`config.mk`:
```
export PLATFORM = sky130hd
export DESIGN_NAME = ssp_frame_rx
export DESIGN_NICKNAME = d
export VERILOG_FILES = /design/src/rtl/hf_ssp_pkg.sv /design/src/rtl/ssp_sync_edge.sv /design/src/rtl/ssp_frame_rx.sv
export SDC_FILE = /design/constraint.sdc
export NUM_CORES = 1
export LEC_CHECK = 0
export ABC_AREA = 1
export CORE_MARGIN = 1.5
export CORE_UTILIZATION = 45
export CTS_CLUSTER_SIZE = 10
export DETAILED_ROUTE_END_ITERATION = 6
export HOLD_SLACK_MARGIN = 0.1
export PLACE_DENSITY_LB_ADDON = 0.05
export SYNTH_ARGS = -nofsm -noshare
export SYNTH_HDL_FRONTEND = slang
export SYNTH_SLANG_ARGS = --single-unit
```
`constraint.sdc`:
```
create_clock -name ck_1356meg -period 2.9 [get_ports ck_1356meg]
set_clock_uncertainty 0.2 [all_clocks]
set_input_delay 0.29 -clock ck_1356meg [delete_from_list [all_inputs] [get_ports ck_1356meg]]
set_output_delay 0.29 -clock ck_1356meg [all_outputs]
set_load 0.01 [all_outputs]
```
`src/rtl/hf_ssp_pkg.sv`:
```
// Shared definitions for the HF reader SSP correlation stream (FPGA <-> ARM).
package hf_ssp_pkg;

  localparam int unsigned SSP_WORD_BITS    = 16;
  localparam logic        SSP_FRAME_ACTIVE = 1'b0;

  typedef logic [1:0] ssp_state_t;

  localparam ssp_state_t ST_RESYNC = 2'd0;
  localparam ssp_state_t ST_IDLE   = 2'd1;
  localparam ssp_state_t ST_SHIFT  = 2'd2;

endpackage

```
`src/rtl/ssp_sync_edge.sv`:
```
// Synchronizes ssp_frame/ssp_clk/ssp_din into the system clock domain and
// produces a registered ssp_clk falling-edge strobe aligned with frame and data.
module ssp_sync_edge #(
  parameter int unsigned SYNC_STAGES = 2
) (
  input  logic clk,
  input  logic rst_n,
  input  logic ssp_frame,
  input  logic ssp_clk,
  input  logic ssp_din,
  output logic frame_s,
  output logic din_s,
  output logic fall,
  output logic sync_ok
);

  logic [SYNC_STAGES-1:0] frame_sr;
  logic [SYNC_STAGES-1:0] clk_sr;
  logic [SYNC_STAGES-1:0] din_sr;
  logic                   clk_prev;
  logic [SYNC_STAGES:0]   ok_sr;

  always_ff @(posedge clk or negedge rst_n) begin
    if (!rst_n) begin
      frame_sr <= '1;
      clk_sr   <= '1;
      din_sr   <= '1;
      clk_prev <= 1'b1;
      frame_s  <= 1'b1;
      din_s    <= 1'b1;
      fall     <= 1'b0;
      ok_sr    <= '0;
    end else begin
      frame_sr[0] <= ssp_frame;
      clk_sr[0]   <= ssp_clk;
      din_sr[0]   <= ssp_din;
      for (int unsigned i = 1; i < SYNC_STAGES; i++) begin
        frame_sr[i] <= frame_sr[i-1];
        clk_sr[i]   <= clk_sr[i-1];
        din_sr[i]   <= din_sr[i-1];
      end
      clk_prev <= clk_sr[SYNC_STAGES-1];
      // Strobe, frame and data share one output register stage so they stay aligned.
      fall     <= clk_prev & ~clk_sr[SYNC_STAGES-1];
      frame_s  <= frame_sr[SYNC_STAGES-1];
      din_s    <= din_sr[SYNC_STAGES-1];
      ok_sr    <= {ok_sr[SYNC_STAGES-1:0], 1'b1};
    end
  end

  // High once the preset idle values have been flushed by real pin samples.
  assign sync_ok = ok_sr[SYNC_STAGES];

endmodule

```
`src/rtl/ssp_frame_rx.sv`:
```
// SSP frame receiver: recovers (I, Q) correlation words from ssp_frame/ssp_clk/ssp_din
// and reports good words, short-frame errors and saturating counts.
module ssp_frame_rx
  import hf_ssp_pkg::*;
#(
  parameter int unsigned SYNC_STAGES = 2,
  parameter int unsigned WORD_BITS   = SSP_WORD_BITS,
  parameter int unsigned CNT_W       = 8
) (
  input  logic                   ck_1356meg,
  input  logic                   rst_n,
  input  logic                   ssp_frame,
  input  logic                   ssp_clk,
  input  logic                   ssp_din,
  output logic [WORD_BITS/2-1:0] corr_i,
  output logic [WORD_BITS/2-1:0] corr_q,
  output logic                   word_valid,
  output logic                   frame_err,
  output logic [CNT_W-1:0]       word_count,
  output logic [CNT_W-1:0]       err_count,
  output logic                   busy
);

  localparam int unsigned HB = WORD_BITS / 2;
  localparam int unsigned BW = $clog2(WORD_BITS);

  logic                 frame_s;
  logic                 din_s;
  logic                 fall;
  logic                 sync_ok;
  ssp_state_t           state;
  logic [BW-1:0]        bit_cnt;
  logic [WORD_BITS-1:0] shreg;

  logic                 word_done;
  logic [BW-1:0]        cnt_nx;
  logic [WORD_BITS-1:0] shreg_nx;

  ssp_sync_edge #(
    .SYNC_STAGES(SYNC_STAGES)
  ) u_sync (
    .clk      (ck_1356meg),
    .rst_n    (rst_n),
    .ssp_frame(ssp_frame),
    .ssp_clk  (ssp_clk),
    .ssp_din  (ssp_din),
    .frame_s  (frame_s),
    .din_s    (din_s),
    .fall     (fall),
    .sync_ok  (sync_ok)
  );

  // Sample event is applied before frame end, so the 16th bit on a frame rise completes a word.
  always_comb begin
    word_done = 1'b0;
    cnt_nx    = bit_cnt;
    shreg_nx  = shreg;
    if (fall) begin
      shreg_nx = {shreg[WORD_BITS-2:0], din_s};
      if (bit_cnt == BW'(WORD_BITS - 1)) begin
        word_done = 1'b1;
        cnt_nx    = '0;
      end else begin
        cnt_nx = bit_cnt + 1'b1;
      end
    end
  end

  always_ff @(posedge ck_1356meg or negedge rst_n) begin
    if (!rst_n) begin
      state      <= ST_RESYNC;
      bit_cnt    <= '0;
      shreg      <= '0;
      corr_i     <= '0;
      corr_q     <= '0;
      word_valid <= 1'b0;
      frame_err  <= 1'b0;
      word_count <= '0;
      err_count  <= '0;
    end else begin
      word_valid <= 1'b0;
      frame_err  <= 1'b0;
      case (state)
        ST_RESYNC: begin
          if (sync_ok && (frame_s != SSP_FRAME_ACTIVE)) begin
            state <= ST_IDLE;
          end
        end
        ST_IDLE: begin
          if (frame_s == SSP_FRAME_ACTIVE) begin
            state   <= ST_SHIFT;
            bit_cnt <= '0;
          end
        end
        ST_SHIFT: begin
          shreg   <= shreg_nx;
          bit_cnt <= cnt_nx;
          if (word_done) begin
            corr_i     <= shreg_nx[WORD_BITS-1:HB];
            corr_q     <= shreg_nx[HB-1:0];
            word_valid <= 1'b1;
            if (word_count != '1) begin
              word_count <= word_count + 1'b1;
            end
          end
          if (frame_s != SSP_FRAME_ACTIVE) begin
            state   <= ST_IDLE;
            bit_cnt <= '0;
            shreg   <= '0;
            if (cnt_nx != '0) begin
              frame_err <= 1'b1;
              if (err_count != '1) begin
                err_count <= err_count + 1'b1;
              end
            end
          end
        end
        default: state <= ST_RESYNC;
      endcase
    end
  end

  assign busy = (state == ST_SHIFT);

endmodule

```
### After elaboration in Yosys (flattened, before gate mapping)

Index checks and enable logic that the tools add are counted.

| word-level totals | value |
|---|---|
| bits in registers | 69 |
| input bits | 5 |
| word-level logic and storage cells | 57 |

| operators by class | value |
|---|---|
| add/sub/neg operators | 3 |
| eq/ne operators | 8 |
| muxes and demuxes | 18 |
| bitwise operators | 2 |
| reductions and logical operators | 9 |

Operators with widths:

| operator | count |
|---|---|
| $mux 16 | 2 |
| $add 8x1->8 const B | 2 |
| $mux 4 | 4 |
| $ne 8x8->1 const B | 2 |
| $pmux 4 s2 | 1 |
| $mux 1 | 7 |
| $mux 2 | 3 |
| $pmux 2 s3 | 1 |
| $reduce_and 3->1 | 2 |
| $add 4x1->4 const B | 1 |
| $eq 4x4->1 const B | 1 |
| $ne 2x2->1 const B | 2 |
| $reduce_and 2->1 | 2 |
| $reduce_and 4->1 | 1 |
| $reduce_bool 4->1 | 1 |
| $eq 2x1->1 const B | 1 |
| $eq 2x2->1 const B | 1 |
| $logic_not 2->1 | 1 |
| $ne 2x1->1 const B | 1 |
| $reduce_bool 2->1 | 1 |
| $and 1x1->1 | 1 |
| $logic_and 1x1->1 | 1 |
| $not 1->1 | 1 |

### Longest topological paths before layout

Gate-level depths: netlist of the first run.

| logic depth | value |
|---|---|
| depth after elaboration | 7 |
| depth in mapped cells | 11 |
| depth with buffers taken out | 10 |

### Hierarchy

A second synthesis of the first run with hierarchy kept.

| second synthesis, totals | value |
|---|---|
| cells, all modules | 343 |
| area total of the unflattened synthesis | 3,054.2 µm² |

By module, submodules not included:

| module | instances | cells an instance | area an instance (µm²) | seq. area each (µm²) |
|---|---|---|---|---|
| ssp_frame_rx | 1 | 327 | 2,703.8 | 1,401.3 |
| ssp_sync_edge | 1 | 16 | 350.3 | 336.6 |

### Least setup slack after synthesis of the first run

OpenSTA, ideal clock, no wires.

| timing | value |
|---|---|
| path kind | register to register |
| start | register bit_cnt[0] |
| end | register word_count[0] |
| data arrival time | 1.360 ns |
| data required time | 2.579 ns |
| slack | 1.219 ns |
| stages on the path, launching flop included | 7 |
| cells stage by stage | dfrtp_1 > ha_1 > nand3_4 > nor3_4 > nand2_2 > buf_6 > xor2_2 |

| between the ends | value |
|---|---|
| word-level cells in the longest chain between the ends | 4 |

RTL lines:

| element | RTL line | source |
|---|---|---|
| from (decl) | ssp_frame_rx.sv:32 | `logic [BW-1:0] bit_cnt;` |
| from (signal assigned) | ssp_frame_rx.sv:97 | `bit_cnt <= cnt_nx;` |
| $eq 4x4->1 | ssp_frame_rx.sv:60 | `if (bit_cnt == BW'(WORD_BITS - 1)) begin` |
| $mux 1 | ssp_frame_rx.sv:60 |  |
| $mux 1 | ssp_frame_rx.sv:58 | `if (fall) begin` |
| $reduce_and 3->1 (no line) | n/a |  |
| to (signal assigned) | ssp_frame_rx.sv:103 | `word_count <= word_count + 1'b1;` |
| to (decl) | ssp_frame_rx.sv:19 | `output logic [CNT_W-1:0] word_count,` |

Every way passes these cells.
A chain may end at the register's enable or synchronous reset.

### Worst setup path after layout of the first run

| timing | value |
|---|---|
| start | register state[0] |
| end | output port busy |

| between the ends | value |
|---|---|
| word-level cells in the longest chain between the ends | 1 |

RTL lines:

| element | RTL line | source |
|---|---|---|
| from (decl) | ssp_frame_rx.sv:31 | `ssp_state_t state;` |
| from (signal assigned) | ssp_frame_rx.sv:71 | `state <= ST_RESYNC;` |
| from (signal assigned) | ssp_frame_rx.sv:86 | `state <= ST_IDLE;` |
| from (signal assigned) | ssp_frame_rx.sv:91 | `state <= ST_SHIFT;` |
| $eq 2x2->1 | ssp_frame_rx.sv:123 | `assign busy = (state == ST_SHIFT);` |
| to (decl) | ssp_frame_rx.sv:21 | `output logic busy` |

Every way passes these cells.

==> impl_metrics.yaml, run 1 <==
layout:
  nets: 390
  fill_cells: 608
  drive_above_1_share_pct: 9.561
  diodes: 0
  layout.cells.non_filler: 464
  area_growth_syn_to_layout_pct: 22.10
  final_common_cell: "nand2_1"
  mostFrequentLayoutCells: "nand2_1 (79), dfrtp_1 (60), inv_1 (48)"
floorplan:
  ios: 40
  core_area_um2: 6459
  fp.dieArea_um2: 7270
  rows: 29
  die_x_um: 85.27
  die_h_um: 85.27
  initial_core_util_pct: 47.15
synthesis:
  ys_warn_count: 0
  ys_seq_area_share_pct: 57.07
  synth_fp_nets: 348
  synth_top_cell_by_area: "dfrtp_1"
  yosysUniqueCellTypes: 30
  synth_top_area_share_pct: 49.30
  synth-async-reset-ratio_pct: 100.0
  yosys-top-cells-area: "dfrtp_1 (49%), nand2_1 (9.7%), dfstp_2 (7.8%)"
  ys_ff_latch: 69
  synth_edf_count: 0
  post_synth_inst_count: 340
  ys.flop_type: "dfrtp_1"
  syn_area_per_cell_um2: 8.957
  synth_area_um2: 3045
clocking:
  clock_latency_ns: 0.33
  cts_sinks: 69
  cts_tree: "yes"
  cts_resized: 0
  cts-root-buf: "clkbuf_8"
  cts_buffers: 9
  path_clk_slew_ns: 0.08
  clockBufferDepth: 2
  h-tree-depth: 3
  postCtsSetupBuffers: 0
hold_path:
  hold_depth: 0
  min_path_type: "reg2reg"
  min_from: "u_sync.din_sr[0]$_DFF_PN1_"
  min_to: "u_sync.din_sr[1]$_DFF_PN1_"
routing:
  first_pass_iters: 6
  drc_errors: 2
  ant_nets: 0
  wl_per_cell_um: 12.38
  num_vias: 2260
  totalWireLength_um: 5746
  vias_per_cell: 4.871
  drt-initial-drc-count: 133
timing:
  finalHoldViolations: 0
  setup_ws_ns: 0.6785
  tns_ns: 0
  final_max_slew_viol_count: 0
  setup_viol: 0
  rsz0062_at_grt: "no"
  timing.fmax_ghz: 0.4502
  maxSlewHeadroom_pct: 51.99
  min_period_over_period_pct: 76.60
  worstMarginPinSlew_ns: 0.7184
  min_period_ns: 2.221
critical_path:
  r2r-end: "word_count[6]$_DFFE_PN0P_"
  worstReg2RegStart: "bit_cnt[0]$_DFFE_PN0P_"
  cpPeakStageDelay_ns: 0.58
  reg2regPathDepth: 7
  end_kind: "output pin"
  worstPathCellList: "nor2_1 -> buf_4 -> clkdlybuf4s50_1"
  critPathRequiredTime_ns: 2.41
  cp_slowest_cell: "clkdlybuf4s50_1"
  cp_top_family: "buffers and inverters"
  crit_buf_inv: 2
  start_kind: "flip-flop"
  path_class: "reg2out"
  cp_max_fo: 19
  worstPathArrival_ns: 1.73
  r2r_slack_ns: 0.80
global_routing:
  grt_pass1_vias: 2266
  grt_pass1_wl_um: 10120
  antenna_found_initial: 0
  track_usage_pct: 17.59
  grt_max_degree: 70
  overflow: 0
place:
  port_buffers: 39
  dp_hpwl_um: 3651
  place_inst: 447
  gp_congestion: 0.7537
  pre_cts_slack_ns: 0.7670
outcome:
  status: "finished with violations"
  violations: "DRC"
pwr:
  powerDensity_nw_per_um2: 559.6
  irDropWorstVdd_uv: 413.5
  leakagePower_uw: 0.001671
flow_run:
  cap_violations: 0
==> report_power, final <==
group | total [uW] | internal (uW) | leakage [uW] | switching, uW
sequential | 1040 | 1010 | 0.000920 | 30.9
combinational | 202 | 79.5 | 0.000649 | 123
clock | 842 | 484 | 0.000102 | 358
==> per-stage QoR <==
stage / hold WS [ns] / util (%) / area [um^2] / power [uW]
detailed placement: 0.1410 / 54.07 / 3492 / 1259
global route: 0.1446 / 57.57 / 3719 / 2179
CTS: 0.1422 / 57.57 / 3719 / 2112
global placement: 0.1334 / 54.07 / 3492 / 1256
floorplan: -0.2056 / - / 3045 / 1168
finish: 0.1462 / 57.57 / 3719 / 2081
==> cell usage after synthesis, types with 3 or more instances <==
cell type	count
nand3_1	10
buf_6	3
ha_1	3
o21ai_0	17
a21oi_1	17
dfrtp_1	60
dfstp_2	9
xnor2_1	4
o22ai_1	19
nand2_1	79
nor2_1	32
nand4_1	9
inv_1	48
clkbuf_1	6
xor2_1	5
==> final cells by class <==
class                      instances  area [um^2]  share of cell area [%]
sequential                        69         1738                   46.74
multi-input combinational        208         1039                   27.93
timing repair buffer              45        445.4                   11.98
inverter                          49        183.9                   4.946
clock buffer                      10        127.6                   3.432
tap                               77        96.34                   2.591
clock inverter                     6        88.84                   2.389
==> metal layers <==
metal,GRT usage [%],vias up,routed length [um]
met5,0,-,0
met4,8.504,0,114
met3,4.086,10,186
met2,27.99,35,2725
met1,22.79,1056,2719
li1,-,1159,-
==> logic make-up (layout without fill, tap and decap cells) <==
logic type	after synthesis	in the layout	synth area share, %
compound gates	55	55	9.819
xor+xnor	10	10	3.122
fa+ha+maj	3	3	1.233
buf+inv	63	110	8.833
flops	69	69	57.07
other cells	1	1	0.1231
simple gates	139	139	19.80
==> repair_timing <==
action                     in CTS  in global routing
hold endpoints to repair       69                  0
hold buffers                    1                  0
setup endpoints to repair       0                  0
==> worst register-to-register path: stages (launching register included) <==
cell and delay (ns):
dfrtp_1 0.41, ha_1 0.27, nand3_4 0.12, nor3_4 0.45, nand2_2 0.27, inv_1 0.19
nand2_1 0.07, nand2_1 0.07
==> how the worst max path moves through the flow <==
| stage | from | end | slack [ns] | cells after the start |
|---|---|---|---|---|
| final | state[0]$_DFFE_PN0P_ | busy | 0.68 | 3 |
| after global placement | bit_cnt[0]$_DFFE_PN0P_ | err_count[7]$_DFFE_PN0P_ | 0.85 | 9 |
| after CTS | state[0]$_DFFE_PN0P_ | busy | 0.65 | 3 |
| after floorplan | bit_cnt[0]$_DFFE_PN0P_ | word_count[0]$_DFFE_PN0P_ | 1.22 | 6 |
| after detailed placement | bit_cnt[0]$_DFFE_PN0P_ | err_count[2]$_DFFE_PN0P_ | 0.77 | 9 |
| after global routing | bit_cnt[0]$_DFFE_PN0P_ | err_count[2]$_DFFE_PN0P_ | 0.54 | 9 |
==> sequential cells by signal, summed over array words and instances, names as in the netlist <==
signal and count:
bit_cnt 4, corr_i 8, corr_q 8, err_count 8, frame_err 1, shreg 16, state 2, u_sync.clk_prev 1
u_sync.clk_sr 2, u_sync.din_s 1, u_sync.din_sr 2, u_sync.fall 1, u_sync.frame_s 1, u_sync.frame_sr 2, u_sync.ok_sr 3, word_count 8
word_valid 1
No activity file was read; power rests on OpenSTA's default activity.
==> run 2, diff against run 1 <==
==> constraint.sdc (replaced) <==
create_clock -name ck_1356meg -period 2.2 [get_ports ck_1356meg]
set_clock_uncertainty 0.2 [all_clocks]
set_input_delay 0.22 -clock ck_1356meg [delete_from_list [all_inputs] [get_ports ck_1356meg]]
set_output_delay 0.22 -clock ck_1356meg [all_outputs]
set_load 0.01 [all_outputs]
==> impl_metrics.yaml, run 2 (synthesis gave the netlist of run 1 again) <==
clocking:
  cts_tree: "yes"
  cts_resized: 0
  clock_latency_ns: 0.34
  cts_buffers: 9
  cts-root-buf: "clkbuf_8"
  h-tree-depth: 3
  cts_sinks: 69
  clockBufferDepth: 2
  path_clk_slew_ns: 0.07
layout:
  mostFrequentLayoutCells: "nand2_1 (79), dfrtp_1 (60), inv_1 (48)"
  drive_above_1_share_pct: 9.873
  nets: 398
  area_growth_syn_to_layout_pct: 23.66
  final_common_cell: "nand2_1"
  regMostFlops: "shreg"
  diodes: 0
  largest_reg_flops: 16
  layout.cells.non_filler: 472
  fill_cells: 604
global_routing:
  track_usage_pct: 18.13
  antenna_found_initial: 0
  grt_pass1_wl_um: 10370
  overflow: 0
  grt_pass1_vias: 2319
  grt_max_degree: 48
outcome:
  status: "finished with violations"
  violations: "DRC"
routing:
  drt-initial-drc-count: 101
  wl_per_cell_um: 12.35
  num_vias: 2318
  ant_nets: 0
  totalWireLength_um: 5831
  drc_errors: 2
  first_pass_iters: 6
  vias_per_cell: 4.911
timing:
  setup_viol: 0
  rsz0062_at_grt: "no"
  timing.fmax_ghz: 0.5093
  min_period_over_period_pct: 89.25
  setup_ws_ns: 0.2366
  whs_ns: 0.1520
  finalHoldViolations: 0
  min_period_ns: 1.963
  tns_ns: 0
  final_max_slew_viol_count: 0
critical_path:
  r2r-end: "word_count[6]$_DFFE_PN0P_"
  critPathRequiredTime_ns: 1.78
  end_kind: "output pin"
  worstPathArrival_ns: 1.54
  cp_max_fo: 3
  start_kind: "flip-flop"
  r2r_slack_ns: 0.31
  worstReg2RegStart: "word_count[0]$_DFFE_PN0P_"
  path_class: "reg2out"
  reg2regPathDepth: 9
  crit_start: "state[0]$_DFFE_PN0P_"
hold_path:
  hold_depth: 0
  min_to: "u_sync.frame_s$_DFF_PN1_"
  min_path_type: "reg2reg"
  min_from: "u_sync.frame_sr[1]$_DFF_PN1_"
pwr:
  leakagePower_uw: 0.001703
  p_sw_uw: 650.6
  pwr-share-seq_pct: 51.0
  irDropWorstVdd_uv: 456.3
  p_comb_share_pct: 10.6
  powerDensity_nw_per_um2: 712.5
  power.internal_uw: 2033
  swShare_pct: 24.24
  p_clk_share_pct: 38.4
floorplan:
  die_h_um: 85.27
  core_area_um2: 6459
  die_x_um: 85.27
  ios: 40
  initial_core_util_pct: 47.15
  fp.dieArea_um2: 7270
  rows: 29
place:
  place_inst: 452
  dp_hpwl_um: 3924
  pre_cts_slack_ns: 0.3160
  port_buffers: 39
  gp_congestion: 0.7784
flow_run:
  cap_violations: 0
run 2: changes by cell type in the layout (fill, tap and decap cells not counted), sizes merged:
cell,delta
buf,+5
bufinv,-1
clkbuf,+5
clkinv,-2
clkinvlp,-2
dlygate4sd3,+3
run 2: per-layer routing:
layer  vias to the layer above  share of wire, %  GRT usage, %
met5                         -                 0             0
met4                         0               1.6         8.651
met3                        10               2.9         3.502
met2                        34                48         29.00
met1                      1096                48         23.84
li1                       1178                 -             -
run 2: through the flow:
stage	instance area (um^2)	total power (uW)	util (%)
6_report	3766	2683	58.31
5_1_grt	3766	2821	58.31
4_1_cts	3766	2726	58.31
3_5_place_dp	3530	1674	54.65
3_3_place_gp	3530	1669	54.65
2_1_floorplan	3045	1539	-
run 2: worst max path at each step:
stage | endpoint | slack, ns
final | busy | 0.24
after global routing | word_count[6]$_DFFE_PN0P_ | 0.13
after detailed placement | word_count[4]$_DFFE_PN0P_ | 0.32
after floorplan | word_count[0]$_DFFE_PN0P_ | 0.52
after global placement | word_count[1]$_DFFE_PN0P_ | 0.36
after CTS | busy | 0.20
run 2: cell type report:
type	count	area, um^2	share of cell area [%]
inverters	49	183.9	4.884
clock inverters	1	30.03	0.7973
well taps	77	96.34	2.558
clock buffers	15	166.4	4.419
repair buffers	53	513.0	13.62
multi-input cells	208	1039	27.57
flip-flops and latches	69	1738	46.15
run 2: power by group through the flow:
stage          registers, uW  clock network (uW)  logic, uW
6_report                1370                1030        284
5_1_grt                 1370                1120        326
3_5_place_dp            1390                   0        283
3_3_place_gp            1390                   0        280
4_1_cts                 1370                1070        290
2_1_floorplan           1390                   0        147
run 2: worst max-delay path: stages (launching register included):
cell and delay, ns:
dfrtp_1 0.39, nor2_1 0.21, clkdlybuf4s50_1 0.61
run 2: repair_timing:
item                                   4_1_cts  5_1_grt
endpoints found under the hold margin       72        0
setup buffers                                0        0
hold buffers                                 4        0
==> run 3, diff against run 2 <==
--- a/config.mk
+++ b/config.mk
@@ -12,6 +12,7 @@
 export DETAILED_ROUTE_END_ITERATION = 6
 export HOLD_SLACK_MARGIN = 0.1
 export PLACE_DENSITY_LB_ADDON = 0.05
+export SETUP_SLACK_MARGIN = 0.2
 export SYNTH_ARGS = -nofsm -noshare
 export SYNTH_HDL_FRONTEND = slang
 export SYNTH_SLANG_ARGS = --single-unit
==> impl_metrics.yaml, run 3 (synthesis gave the netlist of run 1 again) <==
outcome:
  status: "finished with violations"
  violations: "DRC"
floorplan:
  ios: 40
  die_h_um: 85.27
  fp.dieArea_um2: 7270
  core_area_um2: 6459
  initial_core_util_pct: 47.15
  die_x_um: 85.27
  rows: 29
pwr:
  power.internal_uw: 2031
  irDropWorstVdd_uv: 456.2
  p_sw_uw: 656.1
  p_clk_share_pct: 38.5
  pwr-share-seq_pct: 50.9
  leakagePower_uw: 0.001718
  powerDensity_nw_per_um2: 709.1
  p_comb_share_pct: 10.5
  swShare_pct: 24.42
clocking:
  cts_buffers: 9
  cts-root-buf: "clkbuf_8"
  h-tree-depth: 3
  cts_tree: "yes"
  path_clk_slew_ns: 0.07
  clock_latency_ns: 0.34
  clockBufferDepth: 2
  cts_sinks: 69
layout:
  diodes: 0
  mostFrequentLayoutCells: "nand2_1 (79), dfrtp_1 (60), inv_1 (48)"
  nets: 399
  largest_reg_flops: 16
  drive_above_1_share_pct: 10.10
  final_common_cell: "nand2_1"
  regMostFlops: "shreg"
  area_growth_syn_to_layout_pct: 24.45
global_routing:
  grt_max_degree: 48
  overflow: 0
  grt_pass1_wl_um: 10370
  antenna_found_initial: 0
  track_usage_pct: 18.13
  grt_pass1_vias: 2319
hold_path:
  min_path_type: "reg2reg"
  hold_depth: 0
  min_to: "u_sync.frame_s$_DFF_PN1_"
  min_from: "u_sync.frame_sr[1]$_DFF_PN1_"
timing:
  finalHoldViolations: 0
  tns_ns: 0
  whs_ns: 0.1519
  min_period_ns: 1.846
  final_max_slew_viol_count: 0
  rsz0062_at_grt: "no"
  timing.fmax_ghz: 0.5418
  setup_viol: 0
  min_period_over_period_pct: 83.90
routing:
  wl_met3_um: 183
  met2_length_um: 2804
  drc_errors: 2
  wl_per_cell_um: 12.45
  ant_nets: 0
  vias_per_cell: 4.932
  totalWireLength_um: 5891
  wl_met1_um: 2823
  num_vias: 2333
  first_pass_iters: 6
  drt-initial-drc-count: 92
  highest_layer: "met4"
critical_path:
  worstReg2RegStart: "err_count[0]$_DFFE_PN0P_"
  critPathRequiredTime_ns: 2.23
  r2r_slack_ns: 0.35
  crit_buf_inv: 1
  cpPeakStageDelay_ns: 0.41
  cp_max_fo: 7
  cp_top_family: "simple AND/OR/NAND/NOR gates"
  cp_slowest_cell: "dfrtp_1"
  worstPathArrival_ns: 1.88
  worstPathCellList: "ha_1 -> nand3_1 -> nor2_1 -> inv_1 -> nand3_1 -> nand2_1 -> nand2_1"
  crit_start: "err_count[0]$_DFFE_PN0P_"
  end_kind: "flip-flop"
  reg2regPathDepth: 7
  start_kind: "flip-flop"
  r2r-end: "err_count[4]$_DFFE_PN0P_"
  path_class: "reg2reg"
place:
  port_buffers: 39
  dp_hpwl_um: 3924
  gp_congestion: 0.7784
flow_run:
  cap_violations: 0
[run 3: cell types whose count changed in the layout (fill, tap and decap cells not counted)]
cell / delta
dlygate4sd2_1: +1
nand2_4: +1
nand2_2: -1
clkdlybuf4s50_1: -1
buf_12: +1
[run 3: repair_timing]
action,CTS,global route
hold endpoints to repair,72,0
setup endpoints to repair,1,5
hold buffers,4,0
buffers inserted,0,1
resized for setup,1,1
[run 3: power by group through the flow]
| stage | registers (uW) | clock network, uW | logic, uW |
|---|---|---|---|
| finish | 1370 | 1040 | 283 |
| global route | 1370 | 1130 | 324 |
| CTS | 1370 | 1070 | 288 |
| detailed placement | 1390 | 0 | 283 |
| global placement | 1390 | 0 | 280 |
| floorplan | 1390 | 0 | 147 |
[run 3: per-layer routing]
metal | GRT usage (%) | vias up
met5 | 0 | -
met4 | 8.651 | 0
met3 | 3.502 | 8
met2 | 29.00 | 37
met1 | 23.84 | 1107
li1 | - | 1181
[run 3: worst max path at each step]
stage,to,cells after the start
after CTS,word_count[6]$_DFFE_PN0P_,9
after global routing,err_count[7]$_DFFE_PN0P_,10
after global placement,word_count[1]$_DFFE_PN0P_,9
after detailed placement,word_count[4]$_DFFE_PN0P_,9
final,err_count[4]$_DFFE_PN0P_,7
after floorplan,word_count[0]$_DFFE_PN0P_,6
[run 3: area by class of cell]
class | instances | area [um^2]
sequential | 69 | 1738
tap | 77 | 96.34
timing repair buffer | 54 | 531.8
fill | 600 | 2669
inverter | 49 | 183.9
clock inverter | 1 | 30.03
clock buffer | 15 | 166.4
multi-input combinational | 208 | 1044
[run 3: metrics by stage]
stage	util, %	std cells	cell area [um^2]	total power (uW)	worst slack, ns
6_report	58.68	473	3790	2687	0.3542
5_1_grt	58.68	473	3790	2823	0.2300
4_1_cts	58.29	472	3765	2724	0.2987
3_5_place_dp	54.65	452	3530	1674	0.3160
3_3_place_gp	54.65	452	3530	1669	0.3604
2_1_floorplan	-	340	3045	1539	0.5189
